`config.mk`:
```
export PLATFORM = sky130hd
export DESIGN_NAME = input_feeder
export DESIGN_NICKNAME = d
export VERILOG_FILES = /design/src/rtl/input_feeder.sv
export SDC_FILE = /design/constraint.sdc
export NUM_CORES = 1
export LEC_CHECK = 0
export CAP_MARGIN = 20
export CORE_MARGIN = 1
export CORE_UTILIZATION = 45
export CTS_BUF_LIST = sky130_fd_sc_hd__clkbuf_8
export DETAILED_ROUTE_END_ITERATION = 10
export HOLD_SLACK_MARGIN = 0.1
export PLACE_DENSITY = 0.62
export SLEW_MARGIN = 5
export SYNTH_ARGS = -nofsm -noshare
export SYNTH_HDL_FRONTEND = slang
export SYNTH_SLANG_ARGS = --single-unit
```
`constraint.sdc`:
```
create_clock -name clock -period 4.55 [get_ports clock]
set_clock_uncertainty 0.1 [all_clocks]
set_input_delay 0.455 -clock clock [delete_from_list [all_inputs] [get_ports clock]]
set_output_delay 0.455 -clock clock [all_outputs]
set_load 0.02 [all_outputs]
```
`src/rtl/input_feeder.sv`:
```
// ---------------------------------------------------------------------------
// input_feeder
//
// Frame-buffer responder for the processing unit's pixel-request interface.
// A host fills one INPUT_HEIGHT x INPUT_WIDTH frame through a valid/ready
// write port.  The frame is then served in raster order, one pixel per
// input_req, with a fixed response latency of RESP_LATENCY cycles.
//
// Handshakes:
//   Host write port:  a pixel is transferred on every rising edge where
//                     load_valid && load_ready.  load_ready is high only in
//                     the load phase.  load_valid is a plain strobe; the
//                     host may drop or change load_data on any cycle.
//   Request port:     input_req is sampled only in the serve phase.  A
//                     request accepted at edge N answers with a one-cycle
//                     input_ready pulse at edge N+RESP_LATENCY.  input_val
//                     carries the pixel for that pulse and then holds it.
//
// rewind restarts serving from pixel 0 (only from the idle serve or done
// phases, so an accepted request always completes).  clear discards the
// frame from any state and returns to the load phase.
//
// dbg_state exposes the controller state for checkers:
//   0 = LOAD, 1 = SERVE, 2 = WAIT, 3 = DONE.
// ---------------------------------------------------------------------------
module input_feeder #(
    parameter int BIN_LEN      = 8,
    parameter int INPUT_WIDTH  = 8,
    parameter int INPUT_HEIGHT = 8,
    parameter int RESP_LATENCY = 1,
    localparam int NPIX  = INPUT_WIDTH * INPUT_HEIGHT,
    localparam int PTR_W = (NPIX > 1) ? $clog2(NPIX) : 1
) (
    input  logic               clock,
    input  logic               reset,
    input  logic               load_valid,
    input  logic [BIN_LEN-1:0] load_data,
    output logic               load_ready,
    input  logic               clear,
    input  logic               rewind,
    input  logic               input_req,
    output logic [BIN_LEN-1:0] input_val,
    output logic               input_ready,
    output logic               frame_loaded,
    output logic               frame_done,
    output logic [PTR_W-1:0]   serve_index,
    output logic [1:0]         dbg_state
);

    // Latency countdown only needs to hold RESP_LATENCY-1.
    localparam int CNT_W = (RESP_LATENCY > 1) ? $clog2(RESP_LATENCY) : 1;

    localparam logic [PTR_W-1:0] LAST_PTR = PTR_W'(NPIX - 1);
    localparam logic [CNT_W-1:0] LAT_M1   = CNT_W'(RESP_LATENCY - 1);

    typedef enum logic [1:0] {
        ST_LOAD  = 2'd0,
        ST_SERVE = 2'd1,
        ST_WAIT  = 2'd2,
        ST_DONE  = 2'd3
    } state_t;

    state_t             state_q,  state_d;
    logic [PTR_W-1:0]   wr_ptr_q, wr_ptr_d;
    logic [PTR_W-1:0]   rd_ptr_q, rd_ptr_d;
    logic [CNT_W-1:0]   cnt_q,    cnt_d;
    logic [BIN_LEN-1:0] val_q,    val_d;
    logic               ready_q,  ready_d;
    logic               done_q,   done_d;
    logic               loaded_q, loaded_d;
    logic               buf_we;

    // Pixel storage; contents are meaningless until a full frame is loaded.
    logic [BIN_LEN-1:0] buf_q [NPIX];

    // Next-state, pointer and output computation for the controller.
    always_comb begin
        state_d  = state_q;
        wr_ptr_d = wr_ptr_q;
        rd_ptr_d = rd_ptr_q;
        cnt_d    = cnt_q;
        val_d    = val_q;
        ready_d  = 1'b0;
        done_d   = 1'b0;
        loaded_d = loaded_q;
        buf_we   = 1'b0;

        if (clear) begin
            // Flush: any outstanding request is dropped, a concurrent
            // host write is discarded.
            state_d  = ST_LOAD;
            wr_ptr_d = '0;
            rd_ptr_d = '0;
            cnt_d    = '0;
            val_d    = '0;
            loaded_d = 1'b0;
        end else begin
            unique case (state_q)
                ST_LOAD: begin
                    if (load_valid) begin
                        buf_we = 1'b1;
                        if (wr_ptr_q == LAST_PTR) begin
                            // Last pixel of the frame: wrap and start serving.
                            wr_ptr_d = '0;
                            loaded_d = 1'b1;
                            state_d  = ST_SERVE;
                        end else begin
                            wr_ptr_d = wr_ptr_q + 1'b1;
                        end
                    end
                end

                ST_SERVE: begin
                    // rewind beats a same-cycle request.
                    if (rewind) begin
                        rd_ptr_d = '0;
                    end else if (input_req) begin
                        cnt_d   = LAT_M1;
                        state_d = ST_WAIT;
                    end
                end

                ST_WAIT: begin
                    if (cnt_q == '0) begin
                        ready_d = 1'b1;
                        val_d   = buf_q[rd_ptr_q];
                        if (rd_ptr_q == LAST_PTR) begin
                            done_d   = 1'b1;
                            rd_ptr_d = '0;
                            state_d  = ST_DONE;
                        end else begin
                            rd_ptr_d = rd_ptr_q + 1'b1;
                            state_d  = ST_SERVE;
                        end
                    end else begin
                        cnt_d = cnt_q - 1'b1;
                    end
                end

                ST_DONE: begin
                    // Requests are ignored until the frame is replayed.
                    if (rewind) begin
                        rd_ptr_d = '0;
                        state_d  = ST_SERVE;
                    end
                end

                default: begin
                    state_d = ST_LOAD;
                end
            endcase
        end
    end

    // Controller registers with synchronous active-low reset.
    always_ff @(posedge clock) begin
        if (!reset) begin
            state_q  <= ST_LOAD;
            wr_ptr_q <= '0;
            rd_ptr_q <= '0;
            cnt_q    <= '0;
            val_q    <= '0;
            ready_q  <= 1'b0;
            done_q   <= 1'b0;
            loaded_q <= 1'b0;
        end else begin
            state_q  <= state_d;
            wr_ptr_q <= wr_ptr_d;
            rd_ptr_q <= rd_ptr_d;
            cnt_q    <= cnt_d;
            val_q    <= val_d;
            ready_q  <= ready_d;
            done_q   <= done_d;
            loaded_q <= loaded_d;
        end
    end

    // Frame buffer write port; no reset since contents are don't-care.
    always_ff @(posedge clock) begin
        if (reset && buf_we) begin
            buf_q[wr_ptr_q] <= load_data;
        end
    end

    assign load_ready   = (state_q == ST_LOAD);
    assign input_val    = val_q;
    assign input_ready  = ready_q;
    assign frame_done   = done_q;
    assign frame_loaded = loaded_q;
    assign serve_index  = rd_ptr_q;
    assign dbg_state    = state_q;

endmodule

```
==> summary.txt, run 1 <==
==================================================================================================
Status                                                                                complete, no violations
Final clock period utilization by the worst path                                             0.699
Via density per instance                                                                      5.80
RSZ-0062 raised after global routing                                                            no
Power per unit of standard cell area                                                    399 mW/mm2
DR pass1 iterations                                                                              8
Initial antenna violation count                                                                  1
Count of instances resized after the clock tree is built                                         0
Most common flop cell mapped by yosys                                                     edfxtp_1
Die Width                                                                                   218 um
Clock transition time at the flip-flop clock pins of the worst setup and hold paths          70 ps
Most common cell after layout, fill and taps aside                                        edfxtp_1
Total global-route track usage                                                               0.214
Sort of element at the end of the critical path                                               flop
Detail-routed net length per standard cell                                                 26.5 um
Root buffer selected by CTS                                                               clkbuf_8
Number of cells produced by synthesis                                                         1094
EDFF count, synth                                                                              512
Total gr overflow                                                                                0
Count of input and output buffers                                                               33
Int Power                                                                                  7520 uW
Clock share of power                                                                         0.415
Hold violation count in the final report                                                         0
Final weighted congestion of routability-driven global placement                             0.812
Area overhead of the layout relative to synthesis                                            12.6%
Final Routed Wirelength                                                                   48900 um
Cell Rows                                                                                       78
Number of antenna repair diodes                                                                  0
Global-route wire length before repair                                                    72500 um
Post-synthesis sequential element count                                                        537
Netlist area before placement                                                           0.0211 mm2
TNS Setup                                                                                     0 ps
Achievable frequency                                                                       315 MHz
Final setup violating endpoints                                                                  0
Inst Count DP                                                                                 1699
Synthesized area per cell                                                                 19.3 um2
Worst Hold Class                                                                         in -> reg
Relative contribution of sequential cells to total power                                     0.572
Portion of total power attributed to combinational logic                                     0.013
Net count of the finished layout                                                              1206
Fraction of final layout cells sized beyond drive strength 1                                 0.235
IR Drop Worst-Case VDD                                                                    0.193 mV
Mapped Nets                                                                                   1115
Crit path DAT                                                                              3350 ps
Nature of the critical path startpoint                                                        flop
Placeable core region                                                                   0.0458 mm2
Max-cap viol count                                                                               0
Routed Antenna Nets                                                                              0
Total count of max-transition violations in the final report                                     0
Sum of net half-perimeters after detailed placement                                       29200 um
Worst-Skew Late Latency                                                                     650 ps
I/O pin count                                                                                   34
Vias in the first global route                                                               10900
Post-layout instance count excluding filler cells                                             1847
Vertical die dimension                                                                      218 um
Total net switching power                                                                  1940 uW
Sw Share                                                                                     0.205
Highest-count cells in the layout ignoring fill and taps                              512 x edfxtp_1, 110 x mux4_2, 95 x nor2_1
Violation count after the first detailed-routing iteration                                    1096
CTS tree                                                                                      done
DRC                                                                                              0
Portion of the post-synthesis area used by sequential elements                               0.753
H-tree depth reported by CTS                                                                     3
Largest net degree at the start of global routing                                               65
Leakage                                                                                 0.00712 uW
Clock Sinks                                                                                    537
Vias after detailed routing                                                                  10700
Maximum root-to-sink buffer count                                                                3
Pin slew with the least headroom to its limit                                               916 ps
Register-to-register setup slack                                                           1370 ps
Smallest hold slack                                                                         243 ps
Share of flip-flops with an asynchronous set or reset                                            0
Required time at the worst-slack endpoint                                                  4720 ps
Shortest period the worst path allows                                                      3180 ps
Starting utilization of the core area                                                        0.460
Clock buffers created by TritonCTS                                                              83
Synth unique cells                                                                              48
Yosys warns                                                                                      0
Top fanout value on the critical path                                                            8
Worst Setup Path Type                                                                   reg -> reg
Slew HR                                                                                      0.373
Area enclosed by the die boundary                                                       0.0477 mm2
==================================================================================================
worst paths after layout:
check / startpoint / to / depth (start not counted)
worst max register to register: dbg_state[0] / buf_q[46][4] / 6
worst min register to register: frame_loaded / frame_loaded / 2
worst max-delay path: dbg_state[0] / buf_q[46][4] / 6
worst min-delay path: load_data[6] / buf_q[7][6] / 1
metal layers:
layer | vias to the layer above | global-route usage | part of all wire
li1 | 4652 | - | -
met1 | 5590 | 0.311 | 0.45
met2 | 391 | 0.318 | 0.46
met3 | 77 | 0.0498 | 0.071
met4 | 2 | 0.0720 | 0.023
met5 | - | 0 | 0.00033
state kept, by name, summed over array words and instances (netlist names):
name          cells
frame_loaded      1
buf_q           512
wr_ptr_q          6
input_val         8
input_ready       1
serve_index       6
frame_done        1
dbg_state         2
Yosys cell counts, types with 4 or more instances:
cell type  number  area (um2)
edfxtp_1      512       15400
mux4_2        110        2480
nor2_1         95         357
mux2i_1        30         300
nand2_1        27         101
dfxtp_1        25         500
clkbuf_1       24        90.1
o21ai_0        24         120
mux2_2         23         259
o22ai_1        23         144
nor2b_1        20         125
buf_2          19        95.1
nand3_1        19        95.1
a21oi_1        16        80.1
buf_4          11        82.6
nor4_1         11        68.8
a211oi_1        9        67.6
o221ai_1        9        78.8
ha_1            7        87.6
nand2b_1        7        43.8
nor3_1          7        35.0
a31oi_1         6        37.5
buf_1           6        22.5
nand3b_1        5        37.5
o22a_1          5        43.8
a2111oi_0       4        35.0
inv_1           4        15.0
xnor2_1         4        35.0
power by group through the flow:
stage               Clock, uW  Combinational (uW)  Sequential [uW]
floorplan                   0                14.9             5520
global placement            0                 125             5520
detailed placement          0                 126             5520
CTS                      4020                 126             5410
global route             4220                 133             5410
finish                   3930                 122             5410
stage by stage:
stage	utilization	setup WS [ps]	power [uW]	instance area, um2
finish	0.518	1370	9470	23700
global route	0.518	1270	9760	23700
CTS	0.518	1420	9550	23700
detailed placement	0.483	1090	5640	22100
global placement	0.483	1150	5640	22100
floorplan	-	2020	5530	21100
worst max-delay path, stage by stage (launching register included):
cell and delay [ps]:
dfxtp_1 400, inv_1 130, ha_1 240, nand2_1 120
nor3_1 340, nand3_1 670, nor2_1 790
repair_timing:
action                    4_1_cts  5_1_grt
hold buffers                    1        0
hold endpoints to repair        1        0
setup buffers                   0        0
cell families after synthesis:
logic type,synth area share
XOR/XNOR,0.00249
flip-flops,0.753
multiplexers,0.144
AND/OR/NAND/NOR,0.0451
buffers and inverters,0.0163
AO/OA/AOI/OAI,0.0344
adder cells (fa/ha/maj),0.00416
final cells by class:
class,count,area [um2]
tap,600,751
clock buffer,86,1180
sequential,537,15900
multi-input combinational,489,4850
timing repair buffer,69,609
clock inverter,61,417
inverter,5,18.8
fill,3596,22100
Note: power is estimated with default switching activity, not from simulation.
==> inputs of run 2 (changes only) <==
Settings changed: PLACE_DENSITY 0.62 to 0.64.
Clock period 4.55 ns to 2.9 ns, I/O delays scaled along.
==> run 2 against run 1 <==
Register-to-register slack got worse by 1300 ps. Via count increased by 3.5%. Sequential share of layout area decreased by 2.1 points. Sequential cell count unchanged. Sequential power increased by 57%. Core utilization increased by 1.7 points. Combinational power increased by 66%. Cell area increased by 3.3%. Routed wire length increased by 1.6%. Critical path type is now reg -> out. Largest cell class unchanged.
==> summary.txt, run 2 (synthesized netlist as in run 1, its figures left out) <==
==================================================================================================
Status                                                                                complete, no violations   unchanged
Top fanout value on the critical path                                                           41   was 8
Fraction of final layout cells sized beyond drive strength 1                                 0.285   was 0.235
Final clock period utilization by the worst path                                             0.978
Clock Sinks                                                                                    537   unchanged
Met2 wire len                                                                             22600 um   was 22500 um
Total count of max-transition violations in the final report                                     0   unchanged
Most common cell after layout, fill and taps aside                                        edfxtp_1   unchanged
Sum of net half-perimeters after detailed placement                                       30600 um   was 29200 um
Shortest period the worst path allows                                                      2840 ps
Cell with the biggest individual delay on the critical path                                dfxtp_4   was nor2_1
Clock buffers created by TritonCTS                                                              85   was 83
Final Routed Wirelength                                                                   49600 um   was 48900 um
CTS tree                                                                                      done   unchanged
Achievable frequency                                                                       353 MHz
Largest net degree at the start of global routing                                               65   unchanged
Largest register by flop count                                                               buf_q   unchanged
IR Drop Worst-Case VDD                                                                    0.256 mV   was 0.193 mV
Placeable core region                                                                   0.0458 mm2   unchanged
Die Width                                                                                   218 um   unchanged
Smallest hold slack                                                                         149 ps   was 243 ps
Required time at the worst-slack endpoint                                                  2510 ps   was 4720 ps
I/O pin count                                                                                   34   unchanged
Termination of the worst setup path                                                   serve_index[2]   was buf_q[46][4]
Count of input and output buffers                                                               33   unchanged
Routed wl met3                                                                             3760 um   was 3480 um
Leakage                                                                                 0.00768 uW   was 0.00712 uW
Via density per instance                                                                      5.70   was 5.80
Cell Rows                                                                                       78   unchanged
Pin slew with the least headroom to its limit                                               860 ps   was 916 ps
Nature of the critical path startpoint                                                        flop   unchanged
Number of cells traversed by the worst register-to-register path                                 7   was 6
Vias in the first global route                                                               11200   was 10900
Sort of element at the end of the critical path                                        output port   was flop
Starting utilization of the core area                                                        0.460   unchanged
Area overhead of the layout relative to synthesis                                            16.2%   was 12.6%
H-tree depth reported by CTS                                                                     3   unchanged
CP startpoint                                                                         serve_index[2]   was dbg_state[0]
Post-route standard cell area excluding fillers                                         0.0245 mm2   was 0.0237 mm2
Routed Antenna Nets                                                                              0   unchanged
FF-to-FF Start                                                                        dbg_state[1]   was dbg_state[0]
Initial antenna violation count                                                                  0   was 1
RSZ-0062 raised after global routing                                                           yes   was no
Root buffer selected by CTS                                                               clkbuf_8   unchanged
Violation count after the first detailed-routing iteration                                    1092   was 1096
DRC                                                                                              0   unchanged
Worst Setup Path Type                                                                   reg -> out   was reg -> reg
Worst-Skew Late Latency                                                                     660 ps   was 650 ps
Max-cap viol count                                                                               0   unchanged
Post-layout instance count excluding filler cells                                             1946   was 1847
Worst Hold Class                                                                         in -> reg   unchanged
Inst Count DP                                                                                 1785   was 1699
Hold violation count in the final report                                                         0   unchanged
Total gr overflow                                                                                0   unchanged
Top Metal Used                                                                                met4   was met5
Slew HR                                                                                      0.427   was 0.373
Cell area reported after detailed placement                                             0.0228 mm2   was 0.0221 mm2
Power per unit of standard cell area                                                    603 mW/mm2   was 399 mW/mm2
Total global-route track usage                                                               0.214   about the same
Flip-flop count of the largest register after layout                                           512   unchanged
Total power                                                                               14800 uW   was 9470 uW
Clock transition time at the flip-flop clock pins of the worst setup and hold paths          70 ps   about the same
Area enclosed by the die boundary                                                       0.0477 mm2   unchanged
Global-route wire length before repair                                                    73300 um   was 72500 um
Final weighted congestion of routability-driven global placement                             0.849   was 0.812
Maximum root-to-sink buffer count                                                                3   unchanged
Crit path DAT                                                                              2450 ps   was 3350 ps
DR pass1 iterations                                                                              5   was 8
Vias after detailed routing                                                                  11100   was 10700
TNS Setup                                                                                     0 ps   unchanged
Detail-routed net length per standard cell                                                 25.5 um   was 26.5 um
Post-Route M1 WL                                                                          22100 um   was 21800 um
Biggest cell delay along the critical path                                                  810 ps   was 790 ps
Terminus of the critical flop-to-flop path                                            buf_q[12][4]   was buf_q[46][4]
Register-to-register setup slack                                                            100 ps   was 1370 ps
Net count of the finished layout                                                              1299   was 1206
Vertical die dimension                                                                      218 um   unchanged
Final setup violating endpoints                                                                  0   unchanged
CP cell instances                                                                     buf_4 -> clkdlybuf4s50_1   was inv_1 -> ha_1 -> nand2_1 -> nor3_1 -> nand3_1 -> nor2_1
Highest-count cells in the layout ignoring fill and taps                              512 x edfxtp_1, 114 x buf_4, 110 x mux4_2   was 512 x edfxtp_1, 110 x mux4_2, 95 x nor2_1
==================================================================================================
## run 2: per-stage QoR
| step | util | worst slack, ps |
|---|---|---|
| after global placement | 0.498 | -24.4 |
| after detailed placement | 0.498 | -91.8 |
| after global routing | 0.535 | -106 |
| final | 0.535 | 64.6 |
| after CTS | 0.534 | 36.5 |
| after floorplan | - | 374 |
## run 2: worst min-delay path by stage
stage	startpoint	end	slack, ps	depth (start not counted)
CTS	load_data[1]	buf_q[39][1]	140	1
global placement	frame_loaded	frame_loaded	380	2
floorplan	load_data[0]	buf_q[0][0]	290	0
detailed placement	frame_loaded	frame_loaded	400	2
finish	load_data[1]	buf_q[39][1]	150	1
global route	load_data[1]	buf_q[39][1]	140	1
## run 2: worst max-delay path: cells and delay by family (launching register included)
family	cells	cell delay [ps]
buf+inv	2	970
flops	1	810
## run 2: report_power, final
group	switching, uW	leakage [uW]	internal (uW)	total [uW]
registers	2.86	0.00481	8490	8490
clock network	2890	0.000920	3180	6070
logic	159	0.00195	43.1	202
total	3050	0.00768	11700	14800
## run 2: repair_timing
| item | CTS | global route |
|---|---|---|
| resized for setup | 1 | 2 |
| hold buffers | 4 | 0 |
| setup buffers | 1 | 1 |
| pin swaps | 0 | 0 |
| setup endpoints to repair | 2 | 125 |
| hold endpoints to repair | 135 | 0 |
## run 2: cell type report
| type | instances | area, um2 |
|---|---|---|
| Antenna cell | 1 | 2.50 |
| Sequential cell | 537 | 15900 |
| Fill cell | 3534 | 21300 |
| Tap cell | 600 | 751 |
| Multi-Input combinational cell | 489 | 4870 |
| Inverter | 5 | 18.8 |
| Clock inverter | 62 | 325 |
| Clock buffer | 92 | 1270 |
| Timing Repair Buffer | 160 | 1370 |
## run 2: layer usage
layer,vias up,global-route usage
met5,-,0
met4,0,0.0769
met3,78,0.0447
met2,412,0.318
met1,5755,0.313
li1,4839,-
==> inputs of run 3 (changes only) <==
Settings changed: CELL_PAD_IN_SITES_DETAIL_PLACEMENT set to 1, CELL_PAD_IN_SITES_GLOBAL_PLACEMENT set to 1, CORE_MARGIN 1 to 2, PLACE_DENSITY 0.64 to 0.71.
==> run 3 against run 2 <==
Critical path depth unchanged. Non-clock buffer count decreased by 3. Core utilization down 0.42 points. Cell area increased by 0.50%. Total power grew 1.6%. Largest power group unchanged. Highest routed layer unchanged.
==> summary.txt, run 3 (synthesized netlist as in run 1, its figures left out) <==
==================================================================================================
Status                                                                                complete, no violations   unchanged
Vertical die dimension                                                                      220 um   was 218 um
Cell area reported after detailed placement                                             0.0228 mm2   about the same
Pin slew with the least headroom to its limit                                               849 ps   was 860 ps
Routed Antenna Nets                                                                              0   unchanged
Max-cap viol count                                                                               0   unchanged
Clock buffers created by TritonCTS                                                              86   was 85
Violation count after the first detailed-routing iteration                                    1126   was 1092
Post-Route M1 WL                                                                          22700 um   was 22100 um
Final weighted congestion of routability-driven global placement                             0.816   was 0.849
Achievable frequency                                                                       362 MHz   was 353 MHz
Largest net degree at the start of global routing                                               55   was 65
Worst Hold Class                                                                         in -> reg   unchanged
Hold violation count in the final report                                                         0   unchanged
RSZ-0062 raised after global routing                                                            no   was yes
Vias in the first global route                                                               12000   was 11200
H-tree depth reported by CTS                                                                     3   unchanged
Nature of the critical path startpoint                                                        flop   unchanged
Worst-Skew Late Latency                                                                     660 ps   about the same
Slew HR                                                                                      0.434   was 0.427
Top fanout value on the critical path                                                           35   was 41
Crit path DAT                                                                              2370 ps   was 2450 ps
Clock Sinks                                                                                    537   unchanged
I/O pin count                                                                                   34   unchanged
Die Width                                                                                   220 um   was 218 um
Post-route standard cell area excluding fillers                                         0.0246 mm2   was 0.0245 mm2
Placeable core region                                                                   0.0464 mm2   was 0.0458 mm2
Sort of element at the end of the critical path                                        output port   unchanged
Detail-routed net length per standard cell                                                 27.3 um   was 25.5 um
IR Drop Worst-Case VDD                                                                    0.493 mV   was 0.256 mV
Leakage                                                                                 0.00771 uW   was 0.00768 uW
Top Metal Used                                                                                met4   unchanged
TNS Setup                                                                                     0 ps   unchanged
Largest register by flop count                                                               buf_q   unchanged
CP cell instances                                                                     buf_12 -> clkdlybuf4s50_1   was buf_4 -> clkdlybuf4s50_1
Cell with the biggest individual delay on the critical path                           clkdlybuf4s50_1   was dfxtp_4
Met2 wire len                                                                             25400 um   was 22600 um
Fraction of final layout cells sized beyond drive strength 1                                 0.289   was 0.285
Clock transition time at the flip-flop clock pins of the worst setup and hold paths          60 ps   was 70 ps
Power per unit of standard cell area                                                    609 mW/mm2   was 603 mW/mm2
Area enclosed by the die boundary                                                       0.0486 mm2   was 0.0477 mm2
Vias after detailed routing                                                                  11300   was 11100
Via density per instance                                                                      5.76   was 5.70
CTS tree                                                                                      done   unchanged
Total count of max-transition violations in the final report                                     0   unchanged
Maximum root-to-sink buffer count                                                                3   unchanged
Final Routed Wirelength                                                                   53400 um   was 49600 um
Initial antenna violation count                                                                  0   unchanged
Cell Rows                                                                                       79   was 78
DRC                                                                                              0   unchanged
Count of input and output buffers                                                               33   unchanged
Global-route wire length before repair                                                    79500 um   was 73300 um
Highest-count cells in the layout ignoring fill and taps                              512 x edfxtp_1, 110 x mux4_2, 106 x buf_4   was 512 x edfxtp_1, 114 x buf_4, 110 x mux4_2
Most common cell after layout, fill and taps aside                                        edfxtp_1   unchanged
Shortest period the worst path allows                                                      2760 ps   was 2840 ps
Final clock period utilization by the worst path                                             0.952   was 0.978
Total gr overflow                                                                                0   unchanged
Root buffer selected by CTS                                                               clkbuf_8   unchanged
Biggest cell delay along the critical path                                                  680 ps   was 810 ps
Total global-route track usage                                                               0.229   was 0.214
Starting utilization of the core area                                                        0.455   was 0.460
Number of filler cells placed in the layout                                                   4211   was 3534
Worst Setup Path Type                                                                   reg -> out   unchanged
Flip-flop count of the largest register after layout                                           512   unchanged
Net count of the finished layout                                                              1297   was 1299
Sum of net half-perimeters after detailed placement                                       34600 um   was 30600 um
Final setup violating endpoints                                                                  0   unchanged
Required time at the worst-slack endpoint                                                  2510 ps   about the same
Routed wl met3                                                                             3840 um   was 3760 um
Area overhead of the layout relative to synthesis                                            16.8%   was 16.2%
DR pass1 iterations                                                                              5   unchanged
==================================================================================================
[run 3: path summary, 6_finish.rpt]
path                       start        endpoint  slack, ps  cells past startpoint
setup reg to reg  serve_index[0]    input_val[7]        150                      6
hold reg to reg     frame_loaded    frame_loaded        370                      2
hold / removal      load_data[4]    buf_q[36][4]        140                      1
setup / recovery  serve_index[0]  serve_index[0]        140                      2
[run 3: power breakdown]
part / switching, uW / internal [uW] / leakage (uW) / total [uW]
Combinational: 161 / 45.0 / 0.00194 / 206
Sequential: 3.16 / 8490 / 0.00481 / 8490
Clock: 2970 / 3320 / 0.000962 / 6290
[run 3: per-layer routing]
metal,up-vias,global-route usage
li1,4832,-
met1,5891,0.321
met2,445,0.358
met3,96,0.0485
met4,0,0.0810
met5,-,0
[run 3: cell type report]
cell class / count / area, um2 / area share
diodes: 1 / 2.50 / 0.000102
repair buffers: 157 / 1400 / 0.0570
clock inverters: 60 / 308 / 0.0125
well taps: 607 / 759 / 0.0309
clock buffers: 100 / 1380 / 0.0559
multi-input cells: 489 / 4860 / 0.197
inverters: 5 / 18.8 / 0.000763
flip-flops and latches: 537 / 15900 / 0.645
[run 3: worst max-delay path, delay by kind of cell, from the launching register on]
| kind | cells | cell delay, ps |
|---|---|---|
| flops | 1 | 630 |
| buf+inv | 2 | 1020 |
[run 3: metrics by stage]
| stage | util | std cells | hold slack [ps] | power (uW) | worst slack [ps] |
|---|---|---|---|---|---|
| 3_5_place_dp | 0.493 | 1789 | 369 | 8860 | -21.7 |
| 4_1_cts | 0.531 | 1955 | 105 | 15100 | 66.5 |
| 5_1_grt | 0.531 | 1955 | 147 | 15500 | 17.8 |
| 6_report | 0.531 | 1956 | 137 | 15000 | 138 |
| 3_3_place_gp | 0.493 | 1789 | 361 | 8840 | -5.81 |
| 2_1_floorplan | - | 1094 | 289 | 8680 | 374 |
[run 3: timing repair]
action,CTS,global route
endpoints found under the hold margin,93,0
gates resized for setup,0,1
buffers inserted,1,0
endpoints found under the setup margin,2,37
hold buffers,5,0
pin swaps,0,0
